**src/rtl/inference_sequencer_pkg.sv**
```systemverilog
// Shared types and defaults for the inference sequencer and its loaders.
// Holds the controller state encoding, the error code encoding and the
// default word-per-load and wait-timeout values.
package inference_sequencer_pkg;

  localparam int DEF_WORDS_PER_LOAD = 8;
  localparam int DEF_TIMEOUT        = 1023;
  localparam int DATA_W             = 64;
  localparam int ROWS_W             = 8;

  typedef enum logic [2:0] {
    ST_IDLE,
    ST_W_LOAD,
    ST_W_WAIT,
    ST_X_LOAD,
    ST_X_WAIT,
    ST_RUN,
    ST_ERR
  } state_t;

  typedef enum logic [1:0] {
    ERR_NONE      = 2'd0,
    ERR_BAD_CMD   = 2'd1,
    ERR_OCCUPANCY = 2'd2,
    ERR_TIMEOUT   = 2'd3
  } err_t;

endpackage

```
**src/rtl/inference_sequencer_if.sv**
```systemverilog
// Bundle of command, weight/input streams, accelerator control and status.
// The master modport is the sequencer side; slave is the surrounding system
// (command source, word sources and the accelerator itself).
interface inference_sequencer_if;
  import inference_sequencer_pkg::*;

  logic              cmd_valid;
  logic              cmd_ready;
  logic [ROWS_W-1:0] cmd_rows;
  logic              cmd_reload;

  logic              w_valid;
  logic              w_ready;
  logic [DATA_W-1:0] w_data;

  logic              x_valid;
  logic              x_ready;
  logic [DATA_W-1:0] x_data;

  logic              load_weights;
  logic              start_inference;
  logic              weight_write_en;
  logic              input_write_en;
  logic [DATA_W-1:0] weight_reg;
  logic [DATA_W-1:0] input_reg;

  logic              controller_busy;
  logic              weights_done;
  logic              inputs_done;
  logic              systolic_done;
  logic              occupancy_err;

  logic              job_done;
  logic              job_err;
  logic              busy;
  logic [1:0]        err_code;

  modport master (
    input  cmd_valid, cmd_rows, cmd_reload,
    input  w_valid, w_data, x_valid, x_data,
    input  controller_busy, weights_done, inputs_done, systolic_done, occupancy_err,
    output cmd_ready, w_ready, x_ready,
    output load_weights, start_inference, weight_write_en, input_write_en,
    output weight_reg, input_reg,
    output job_done, job_err, busy, err_code
  );

  modport slave (
    output cmd_valid, cmd_rows, cmd_reload,
    output w_valid, w_data, x_valid, x_data,
    output controller_busy, weights_done, inputs_done, systolic_done, occupancy_err,
    input  cmd_ready, w_ready, x_ready,
    input  load_weights, start_inference, weight_write_en, input_write_en,
    input  weight_reg, input_reg,
    input  job_done, job_err, busy, err_code
  );

endinterface

```
**src/rtl/inference_sequencer_stream_loader.sv**
```systemverilog
// Count-limited valid/ready to register+write-enable converter for one word stream.
// Latency: accepted word appears on wr_data with wr_en high the cycle after the handshake.
// Backpressure: in_ready only while enabled and the accelerator is not stalling.
module stream_loader
  import inference_sequencer_pkg::*;
(
  input  logic              clk,
  input  logic              rst,
  input  logic              en,
  input  logic [ROWS_W-1:0] target,
  input  logic              stall,
  input  logic              in_valid,
  output logic              in_ready,
  input  logic [DATA_W-1:0] in_data,
  output logic              wr_en,
  output logic [DATA_W-1:0] wr_data,
  output logic              last
);

  logic [ROWS_W-1:0] count;
  logic              fire;

  assign in_ready = en && !stall;
  assign fire     = in_valid && in_ready;
  // target is never zero here, so target-1 is the index of the final word
  assign last     = fire && (count == target - ROWS_W'(1));

  // words accepted so far; held at zero whenever the loader is not active
  always_ff @(posedge clk or posedge rst) begin
    if (rst) begin
      count <= '0;
    end else if (!en) begin
      count <= '0;
    end else if (fire) begin
      count <= count + ROWS_W'(1);
    end
  end

  // capture each accepted word and strobe its write enable for one cycle
  always_ff @(posedge clk or posedge rst) begin
    if (rst) begin
      wr_en   <= 1'b0;
      wr_data <= '0;
    end else begin
      wr_en <= fire;
      if (fire) begin
        wr_data <= in_data;
      end
    end
  end

endmodule

```
**src/rtl/inference_sequencer.sv**
```systemverilog
// Job sequencer: loads weights (optional) and inputs into the accelerator, starts it, reports done/error.
// Latency: strobes (load_weights, start_inference, job_done, write enables) lag their cause by one cycle.
// Backpressure: one command at a time (cmd_ready only when idle); stream ready drops while controller_busy.
module inference_sequencer
  import inference_sequencer_pkg::*;
#(
  parameter int WORDS_PER_LOAD = DEF_WORDS_PER_LOAD,
  parameter int TIMEOUT        = DEF_TIMEOUT
) (
  input logic clk,
  input logic rst,
  inference_sequencer_if.master bus
);

  localparam int                WAIT_W   = (TIMEOUT < 1) ? 1 : $clog2(TIMEOUT + 1);
  localparam logic [ROWS_W-1:0] W_TARGET = ROWS_W'(WORDS_PER_LOAD);

  state_t            state, state_nxt;
  err_t              err_q, err_nxt;
  logic [ROWS_W-1:0] rows_q;
  logic              weights_valid;
  logic [WAIT_W-1:0] wait_cnt;
  logic              waiting, timed_out, fault_watch;
  logic              w_en, x_en, w_last, x_last;
  logic              lw_q, si_q, jd_q;

  assign w_en        = (state == ST_W_LOAD);
  assign x_en        = (state == ST_X_LOAD);
  assign waiting     = (state == ST_W_WAIT) || (state == ST_X_WAIT) || (state == ST_RUN);
  assign timed_out   = (wait_cnt == WAIT_W'(TIMEOUT));
  // ERR always returns to IDLE after its single cycle, so it is not watched for faults
  assign fault_watch = (state != ST_IDLE) && (state != ST_ERR);

  stream_loader u_w_loader (
    .clk      (clk),
    .rst      (rst),
    .en       (w_en),
    .target   (W_TARGET),
    .stall    (bus.controller_busy),
    .in_valid (bus.w_valid),
    .in_ready (bus.w_ready),
    .in_data  (bus.w_data),
    .wr_en    (bus.weight_write_en),
    .wr_data  (bus.weight_reg),
    .last     (w_last)
  );

  stream_loader u_x_loader (
    .clk      (clk),
    .rst      (rst),
    .en       (x_en),
    .target   (rows_q),
    .stall    (bus.controller_busy),
    .in_valid (bus.x_valid),
    .in_ready (bus.x_ready),
    .in_data  (bus.x_data),
    .wr_en    (bus.input_write_en),
    .wr_data  (bus.input_reg),
    .last     (x_last)
  );

  // next state and error code; done inputs beat a same-cycle timeout, occupancy faults beat both
  always_comb begin
    state_nxt = state;
    err_nxt   = err_q;
    case (state)
      ST_IDLE: begin
        if (bus.cmd_valid) begin
          err_nxt = ERR_NONE;
          if (bus.cmd_rows == '0) begin
            state_nxt = ST_ERR;
            err_nxt   = ERR_BAD_CMD;
          end else if (bus.cmd_reload) begin
            state_nxt = ST_W_LOAD;
          end else if (weights_valid) begin
            state_nxt = ST_X_LOAD;
          end else begin
            state_nxt = ST_ERR;
            err_nxt   = ERR_BAD_CMD;
          end
        end
      end
      ST_W_LOAD: if (w_last) state_nxt = ST_W_WAIT;
      ST_W_WAIT: begin
        if (bus.weights_done) begin
          state_nxt = ST_X_LOAD;
        end else if (timed_out) begin
          state_nxt = ST_ERR;
          err_nxt   = ERR_TIMEOUT;
        end
      end
      ST_X_LOAD: if (x_last) state_nxt = ST_X_WAIT;
      ST_X_WAIT: begin
        if (bus.inputs_done) begin
          state_nxt = ST_RUN;
        end else if (timed_out) begin
          state_nxt = ST_ERR;
          err_nxt   = ERR_TIMEOUT;
        end
      end
      ST_RUN: begin
        if (bus.systolic_done) begin
          state_nxt = ST_IDLE;
        end else if (timed_out) begin
          state_nxt = ST_ERR;
          err_nxt   = ERR_TIMEOUT;
        end
      end
      ST_ERR:  state_nxt = ST_IDLE;
      default: state_nxt = ST_IDLE;
    endcase
    if (fault_watch && bus.occupancy_err) begin
      state_nxt = ST_ERR;
      err_nxt   = ERR_OCCUPANCY;
    end
  end

  // state and sticky error code
  always_ff @(posedge clk or posedge rst) begin
    if (rst) begin
      state <= ST_IDLE;
      err_q <= ERR_NONE;
    end else begin
      state <= state_nxt;
      err_q <= err_nxt;
    end
  end

  // job bookkeeping: latched row count, weight validity and the per-state wait counter
  always_ff @(posedge clk or posedge rst) begin
    if (rst) begin
      rows_q        <= '0;
      weights_valid <= 1'b0;
      wait_cnt      <= '0;
    end else begin
      if ((state == ST_IDLE) && bus.cmd_valid) begin
        rows_q <= bus.cmd_rows;
      end
      if ((state == ST_W_WAIT) && (state_nxt == ST_X_LOAD)) begin
        weights_valid <= 1'b1;
      end else if (state == ST_ERR) begin
        weights_valid <= 1'b0;
      end
      if (state_nxt != state) begin
        wait_cnt <= '0;
      end else if (waiting) begin
        wait_cnt <= wait_cnt + WAIT_W'(1);
      end
    end
  end

  // one-cycle strobes on entry to W_LOAD, entry to RUN and successful completion
  always_ff @(posedge clk or posedge rst) begin
    if (rst) begin
      lw_q <= 1'b0;
      si_q <= 1'b0;
      jd_q <= 1'b0;
    end else begin
      lw_q <= (state == ST_IDLE)   && (state_nxt == ST_W_LOAD);
      si_q <= (state == ST_X_WAIT) && (state_nxt == ST_RUN);
      jd_q <= (state == ST_RUN)    && (state_nxt == ST_IDLE);
    end
  end

  assign bus.cmd_ready       = (state == ST_IDLE);
  assign bus.busy            = (state != ST_IDLE);
  assign bus.job_err         = (state == ST_ERR);
  assign bus.err_code        = err_q;
  assign bus.load_weights    = lw_q;
  assign bus.start_inference = si_q;
  assign bus.job_done        = jd_q;

endmodule

```
**src/flat_wrapper.sv**
```systemverilog
// flat-port wrapper written by rule: the top's interface ports become plain ports
module inference_sequencer_flat import inference_sequencer_pkg::*;
#(
  parameter int WORDS_PER_LOAD = DEF_WORDS_PER_LOAD,
  parameter int TIMEOUT        = DEF_TIMEOUT
)
  (clk, rst, bus_cmd_valid, bus_cmd_rows, bus_cmd_reload, bus_w_valid, bus_w_data, bus_x_valid, bus_x_data, bus_controller_busy, bus_weights_done, bus_inputs_done, bus_systolic_done, bus_occupancy_err, bus_cmd_ready, bus_w_ready, bus_x_ready, bus_load_weights, bus_start_inference, bus_weight_write_en, bus_input_write_en, bus_weight_reg, bus_input_reg, bus_job_done, bus_job_err, bus_busy, bus_err_code);
  inference_sequencer_if bus_i ();
  input logic clk;
  input logic rst;
  input wire logic [$bits(bus_i.cmd_valid)-1:0] bus_cmd_valid;
  input wire logic [$bits(bus_i.cmd_rows)-1:0] bus_cmd_rows;
  input wire logic [$bits(bus_i.cmd_reload)-1:0] bus_cmd_reload;
  input wire logic [$bits(bus_i.w_valid)-1:0] bus_w_valid;
  input wire logic [$bits(bus_i.w_data)-1:0] bus_w_data;
  input wire logic [$bits(bus_i.x_valid)-1:0] bus_x_valid;
  input wire logic [$bits(bus_i.x_data)-1:0] bus_x_data;
  input wire logic [$bits(bus_i.controller_busy)-1:0] bus_controller_busy;
  input wire logic [$bits(bus_i.weights_done)-1:0] bus_weights_done;
  input wire logic [$bits(bus_i.inputs_done)-1:0] bus_inputs_done;
  input wire logic [$bits(bus_i.systolic_done)-1:0] bus_systolic_done;
  input wire logic [$bits(bus_i.occupancy_err)-1:0] bus_occupancy_err;
  output wire logic [$bits(bus_i.cmd_ready)-1:0] bus_cmd_ready;
  output wire logic [$bits(bus_i.w_ready)-1:0] bus_w_ready;
  output wire logic [$bits(bus_i.x_ready)-1:0] bus_x_ready;
  output wire logic [$bits(bus_i.load_weights)-1:0] bus_load_weights;
  output wire logic [$bits(bus_i.start_inference)-1:0] bus_start_inference;
  output wire logic [$bits(bus_i.weight_write_en)-1:0] bus_weight_write_en;
  output wire logic [$bits(bus_i.input_write_en)-1:0] bus_input_write_en;
  output wire logic [$bits(bus_i.weight_reg)-1:0] bus_weight_reg;
  output wire logic [$bits(bus_i.input_reg)-1:0] bus_input_reg;
  output wire logic [$bits(bus_i.job_done)-1:0] bus_job_done;
  output wire logic [$bits(bus_i.job_err)-1:0] bus_job_err;
  output wire logic [$bits(bus_i.busy)-1:0] bus_busy;
  output wire logic [$bits(bus_i.err_code)-1:0] bus_err_code;
  assign bus_i.cmd_valid = bus_cmd_valid;
  assign bus_i.cmd_rows = bus_cmd_rows;
  assign bus_i.cmd_reload = bus_cmd_reload;
  assign bus_i.w_valid = bus_w_valid;
  assign bus_i.w_data = bus_w_data;
  assign bus_i.x_valid = bus_x_valid;
  assign bus_i.x_data = bus_x_data;
  assign bus_i.controller_busy = bus_controller_busy;
  assign bus_i.weights_done = bus_weights_done;
  assign bus_i.inputs_done = bus_inputs_done;
  assign bus_i.systolic_done = bus_systolic_done;
  assign bus_i.occupancy_err = bus_occupancy_err;
  assign bus_cmd_ready = bus_i.cmd_ready;
  assign bus_w_ready = bus_i.w_ready;
  assign bus_x_ready = bus_i.x_ready;
  assign bus_load_weights = bus_i.load_weights;
  assign bus_start_inference = bus_i.start_inference;
  assign bus_weight_write_en = bus_i.weight_write_en;
  assign bus_input_write_en = bus_i.input_write_en;
  assign bus_weight_reg = bus_i.weight_reg;
  assign bus_input_reg = bus_i.input_reg;
  assign bus_job_done = bus_i.job_done;
  assign bus_job_err = bus_i.job_err;
  assign bus_busy = bus_i.busy;
  assign bus_err_code = bus_i.err_code;
  inference_sequencer #(.WORDS_PER_LOAD(WORDS_PER_LOAD), .TIMEOUT(TIMEOUT)) u_core (.clk(clk), .rst(rst), .bus(bus_i));
endmodule
```
**config.mk**
```make
export PLATFORM = sky130hd
export DESIGN_NAME = inference_sequencer_flat
export DESIGN_NICKNAME = d
export VERILOG_FILES = /design/src/rtl/inference_sequencer_pkg.sv /design/src/rtl/inference_sequencer_if.sv /design/src/rtl/inference_sequencer_stream_loader.sv /design/src/rtl/inference_sequencer.sv /design/src/flat_wrapper.sv
export SDC_FILE = /design/constraint.sdc
export NUM_CORES = 1
export LEC_CHECK = 0
export BUFFER_PORTS_ARGS = -buffer_cell sky130_fd_sc_hd__clkbuf_2
export CAP_MARGIN = 20
export CORE_ASPECT_RATIO = 1.2
export CORE_MARGIN = 2
export CORE_UTILIZATION = 40
export CTS_CLUSTER_DIAMETER = 120
export DETAILED_ROUTE_END_ITERATION = 10
export PLACE_DENSITY = 0.68
export SLEW_MARGIN = 15
export SYNTH_ARGS = -nofsm -noshare
export SYNTH_HDL_FRONTEND = slang
export SYNTH_SLANG_ARGS = --single-unit
```
**constraint.sdc**
```tcl
create_clock -name clk -period 12.8 [get_ports clk]
set_clock_uncertainty 0.2 [all_clocks]
set_input_delay 1.92 -clock clk [delete_from_list [all_inputs] [get_ports clk]]
set_output_delay 1.92 -clock clk [all_outputs]
set_load 0.01 [all_outputs]
```
### Word level (Yosys, flattened, before mapping)

Cells that the tools add are included.

| cells by class | value |
|---|---|
| reduce and logical (&&, ||, !) cells | 24 |
| eq/ne operators | 20 |
| $add $sub $neg | 4 |
| mux-type cells | 30 |

Operators by type and width:

| kind | number |
|---|---|
| 2-to-1 mux 3 bit | 11 |
| 2-to-1 mux 8 bit | 4 |
| 2-to-1 mux 10 bit | 2 |
| one-hot mux 3 bit (6 select lines) | 1 |
| adder 8 x 1 -> 8 bit (second input constant) | 2 |
| 2-to-1 mux 2 bit | 8 |
| logical AND 1 bit | 13 |
| == test 3 bit (second input constant) | 4 |
| != test 3 bit (second input constant) | 4 |
| adder 10 x 1 -> 10 bit (second input constant) | 1 |
| == test 10 bit (second input constant) | 1 |
| == test 3 x 2 -> 1 bit (second input constant) | 3 |
| == test 8 x 3 -> 1 bit (second input constant) | 1 |
| == test 8 bit | 1 |
| zero test 8 bit | 1 |
| one-hot mux 2 bit (4 select lines) | 1 |
| subtractor 8 x 1 -> 8 bit (second input constant) | 1 |
| == test 3 x 1 -> 1 bit (second input constant) | 2 |
| zero test 3 bit | 2 |
| AND reduction 5 bit | 1 |
| nonzero test 5 bit | 1 |
| != test 2 x 1 -> 1 bit (second input constant) | 2 |
| nonzero test 2 bit | 2 |
| 2-to-1 mux 1 bit | 3 |
| 5 further kinds | 6 |

| word-level totals | value |
|---|---|
| register bits | 173 |
| word-level logic and storage cells | 92 |
| output and inout port bits | 140 |
| input bits | 147 |

### Depth between registers and ports, before layout

| depth | value |
|---|---|
| depth in word-level cells | 10 |
| mapped depth | 10 |
| depth with buffers taken out | 8 |

### By module

Synthesis repeated with hierarchy kept, for this count alone.

| unflattened totals | value |
|---|---|
| cells, all modules | 838 |
| area total of the unflattened synthesis | 7661.1 sq um |

By module, submodules not included:

| module | area each (sq um) | cells an instance | sequential area each (sq um) | instances |
|---|---|---|---|---|
| stream_loader | 3052.9 | 343 | 1826.8 | 2 |
| inference_sequencer | 1555.2 | 152 | 675.6 | 1 |

### Worst setup path before layout

No wires, ideal clock.

| timing path | value |
|---|---|
| path kind | input to output |
| from | in bus_controller_busy |
| to | out bus_w_ready |
| arrival time | 2259 ps |
| stages on the path | 1 |
| data required time | 10680 ps |
| setup slack | 8421 ps |
| cell sequence | nor4b_2 |

| between the ends | value |
|---|---|
| cells in the longest elaborated chain, start to end | 2 |

RTL lines:

| item | RTL line | source |
|---|---|---|
| start, declared | flat_wrapper.sv:18 | `input wire logic [$bits(bus_i.controller_busy)-1:0] bus_controller_busy;` |
| zero test 1 bit | inference_sequencer_stream_loader.sv:23 | `assign in_ready = en && !stall;` |
| logical AND 1 bit | inference_sequencer_stream_loader.sv:23 |  |
| end, declared | flat_wrapper.sv:24 | `output wire logic [$bits(bus_i.w_ready)-1:0] bus_w_ready;` |

No other way between the ends.

### Final worst setup path

Same ends and word-level chain as after synthesis.

==> flow_summary.json <==
{
  "critPathArrivalTime_ns": 2.49,
  "start_util_pct": 40.78,
  "min_period_ns": 4.608,
  "cap_viol_max_count": 0,
  "vias_per_cell": 4.782,
  "worst-path-buf-inv": 2,
  "status": "finished, final reports clean",
  "fin_util_pct": 52.94,
  "crit_slowest_cell": "nor4b_2",
  "synth_area_mm2": 0.007412,
  "ctsResizeCount": 0,
  "placed_cell_area_mm2": 0.009004,
  "syn_inst": 819,
  "min_to": "u_core.u_x_loader.wr_data[36]$_DFFE_PP0P_",
  "port_buffers": 286,
  "rrSetupSlack_ns": 9.70,
  "synth_mux_area_share_pct": 1.485,
  "r2r_end": "u_core.wait_cnt[0]$_DFFE_PP0P_",
  "h-tree-depth": 4,
  "grt_max_degree": 93,
  "dp_slack_ns": 8.188,
  "tns_ns": 0,
  "first_pass_iters": 4,
  "hold_viol_final": 0,
  "fmax_mhz": 217.0,
  "row_count": 54,
  "nets": 1240,
  "worst_slew_pin_slew_ns": 0.8341,
  "synth_top_family_by_area": "simple AND/OR/NAND/NOR gates",
  "syn_to_final_growth_pct": 29.81,
  "cts_tree": "built",
  "cp_max_fo": 2,
  "dp.cells": 1293,
  "numCtsBuffers": 17,
  "reg2regPathDepth": 9,
  "power_leakage_nw": 5.360,
  "yosysSeqAreaShare_pct": 58.41,
  "whs_path_depth": 2,
  "fin_cells": 1326,
  "max_slew_margin_pct": 44.39,
  "critPathRequiredTime_ns": 10.68,
  "layout.filler_cells": 1699,
  "synth_edf_count": 0,
  "cts_post_setup_buffers_inserted": 0,
  "cts.sinks": 173,
  "die_x_um": 128.3,
  "synth_ff_type": "dfrtp_1",
  "rsz0062_at_grt": "false",
  "core_area_mm2": 0.01817,
  "hp-start": "u_core.u_x_loader.wr_data[36]$_DFFE_PP0P_",
  "grt_pass1_wl_mm": 30.59,
  "powerDensity_mw_per_mm2": 216.7,
  "synth_cell_types": 58,
  "diodes": 0,
  "wl_per_cell_um": 13.87,
  "first_global_vias": 6228,
  "cpMostUsedCell": "clkbuf_2",
  "stdcell_area_mm2": 0.009622,
  "drt-initial-drc-count": 303,
  "dieArea_mm2": 0.01964,
  "clk_latency_ns": 0.43,
  "reg2reg_from": "u_core.state[2]$_DFF_PP0_",
  "period_share_pct": 36.00,
  "yosys_warnings": 0,
  "ctsRootBufferMaster": "clkbuf_16",
  "avgSynthCellArea_um2": 9.050,
  "drt.antenna.violating_nets": 0,
  "synthArstFlopShare_pct": 100.0,
  "vdd_drop_max_mv": 0.09754,
  "hold_path_class": "register to register",
  "critical_path_class": "primary input to primary output",
  "hold_buffers": 0,
  "synth_fa_ha_area_share_pct": 0.6752,
  "crit_family": "buffers and inverters",
  "cp_cell_sequence": "clkbuf_2 > nor4b_2 > clkbuf_2",
  "synth_compound_area_share_pct": 4.254,
  "fp.dieH_um": 153.1,
  "synth_xor_area_share_pct": 3.899,
  "fin_ws_ns": 8.192,
  "place_congestion": 0.8209,
  "synthesis.nets": 970,
  "cts_max_path_buffers": 2,
  "timing.final.max_slew_violations": 0,
  "path_clk_slew_ns": 0.06,
  "synth-simple-area-share_pct": 28.36,
  "drive_gt1_share_pct": 31.76,
  "startpoint_type": "primary input",
  "max_stage_delay_ns": 0.28,
  "num_vias": 6341,
  "drc": 0,
  "end_kind": "primary output",
  "synth_seq_cells": 173,
  "gr-total-overflow": 0,
  "setup_viol": 0,
  "pin_count": 287,
  "grt_use_total_pct": 19.42,
  "antenna_found_initial": 0,
  "hpwl_mm": 12.91,
  "routed_wl_mm": 18.40
}
[layer usage]
layer	GRT usage (%)	up-vias	wire [um]	part of all wire, %
met5	0	-	0	0
met4	7.535	0	488	2.7
met3	6.545	39	1506	8.2
met2	30.75	232	8540	46
met1	24.55	2915	7860	43
li1	-	3155	-	-
[flip-flops by register name, indices dropped and copies added (netlist names)]
name	flops
u_core.rows_q	8
u_core.u_x_loader.count	8
u_core.u_w_loader.wr_data	64
u_core.bus.load_weights	1
u_core.weights_valid	1
u_core.bus.err_code	2
u_core.bus.start_inference	1
u_core.u_x_loader.wr_data	64
u_core.wait_cnt	10
u_core.u_w_loader.count	8
u_core.bus.job_done	1
u_core.u_w_loader.wr_en	1
u_core.state	3
u_core.u_x_loader.wr_en	1
[cell usage in the layout, fill, tap and decap left out, types with 2 or more instances in the layout]
cell | synthesis | layout
mux2i_1 | 2 | 2
inv_1 | 11 | 10
nor4_1 | 12 | 12
nor2b_1 | 3 | 3
o211ai_1 | 2 | 2
buf_4 | 0 | 5
inv_8 | 0 | 4
a21oi_1 | 6 | 6
nand3_1 | 6 | 6
nand2b_1 | 3 | 3
nor3_1 | 8 | 8
xor2_1 | 15 | 15
or3_1 | 5 | 5
clkbuf_16 | 0 | 17
clkbuf_2 | 1 | 286
o21ai_0 | 9 | 9
a211oi_1 | 2 | 2
mux2_2 | 8 | 8
inv_2 | 1 | 2
or4b_1 | 2 | 2
ha_1 | 4 | 4
xnor2_1 | 18 | 18
nor4b_2 | 2 | 2
nand2_2 | 1 | 3
inv_6 | 0 | 7
and3_1 | 6 | 6
nand4_1 | 9 | 9
nand2_1 | 412 | 410
dfrtp_1 | 173 | 173
nor2_1 | 30 | 30
[worst max-delay path by stage]
stage / from / end / slack, ns / cells past startpoint
floorplan: rst / u_core.bus.err_code[0]$_DFFE_PP0P_ / 5.99 / 1
global placement: bus_controller_busy / bus_w_ready / 8.20 / 3
detailed placement: bus_controller_busy / bus_w_ready / 8.19 / 3
CTS: bus_controller_busy / bus_w_ready / 8.19 / 3
global route: bus_controller_busy / bus_w_ready / 8.13 / 3
finish: bus_controller_busy / bus_w_ready / 8.19 / 3
[worst min-delay path, cell delays in order (launching register included)]
cell and delay (ns):
dfrtp_1 0.34, nand2_1 0.05, nand2_1 0.05
[stage by stage]
step                      hold WS, ns  total power [mW]
after global routing           0.2888             2.240
after detailed placement       0.2611             1.578
after CTS                      0.2787             2.108
final                          0.2727             2.085
after floorplan                0.2632             1.284
after global placement         0.2573             1.566
[cell usage after synthesis (2+ instances only)]
| library cell | number | area, um^2 |
|---|---|---|
| and3_1 | 6 | 37.54 |
| ha_1 | 4 | 50.05 |
| o211ai_1 | 2 | 15.01 |
| or3_1 | 5 | 31.28 |
| nor4b_2 | 2 | 30.03 |
| nor2b_1 | 3 | 18.77 |
| xor2_1 | 15 | 131.4 |
| nand4_1 | 9 | 56.30 |
| buf_1 | 2 | 7.510 |
| nand2b_1 | 3 | 18.77 |
| mux2_2 | 8 | 90.09 |
| nand2_1 | 412 | 1546 |
| nor3_1 | 8 | 40.04 |
| buf_2 | 4 | 20.02 |
| mux2i_1 | 2 | 20.02 |
| or4b_1 | 2 | 20.02 |
| dfrtp_1 | 173 | 4329 |
| a211oi_1 | 2 | 15.01 |
| nor4_1 | 12 | 75.07 |
| a21oi_1 | 6 | 30.03 |
| nor2_1 | 30 | 112.6 |
| inv_1 | 11 | 41.29 |
| xnor2_1 | 18 | 157.7 |
| clkbuf_1 | 33 | 123.9 |
| o21ai_0 | 9 | 45.04 |
| nand3_1 | 6 | 30.03 |
[cell type report]
type,count,area (um^2),area share (%)
clock buffers,17,425.4,4.421
clock inverters,15,165.2,1.717
inverters,13,53.80,0.5592
multi-input cells,592,2872,29.84
flip-flops and latches,173,4329,44.99
well taps,224,280.3,2.913
repair buffers,292,1496,15.55
[where the power goes]
group	internal [mW]	switching, mW	total, mW
combinational	0.287	0.397	0.683
sequential	0.741	0.142	0.883
clock	0.279	0.240	0.518
total	1.31	0.778	2.09
[kinds of logic (layout without fill, tap and decap cells)]
group,count (synthesis),after routing
fa+ha+maj,4,4
flops,173,173
simple gates,507,507
mux,10,10
buf+inv,54,337
xor+xnor,33,33
compound gates,38,38
No activity file was read; power rests on OpenSTA's default activity.
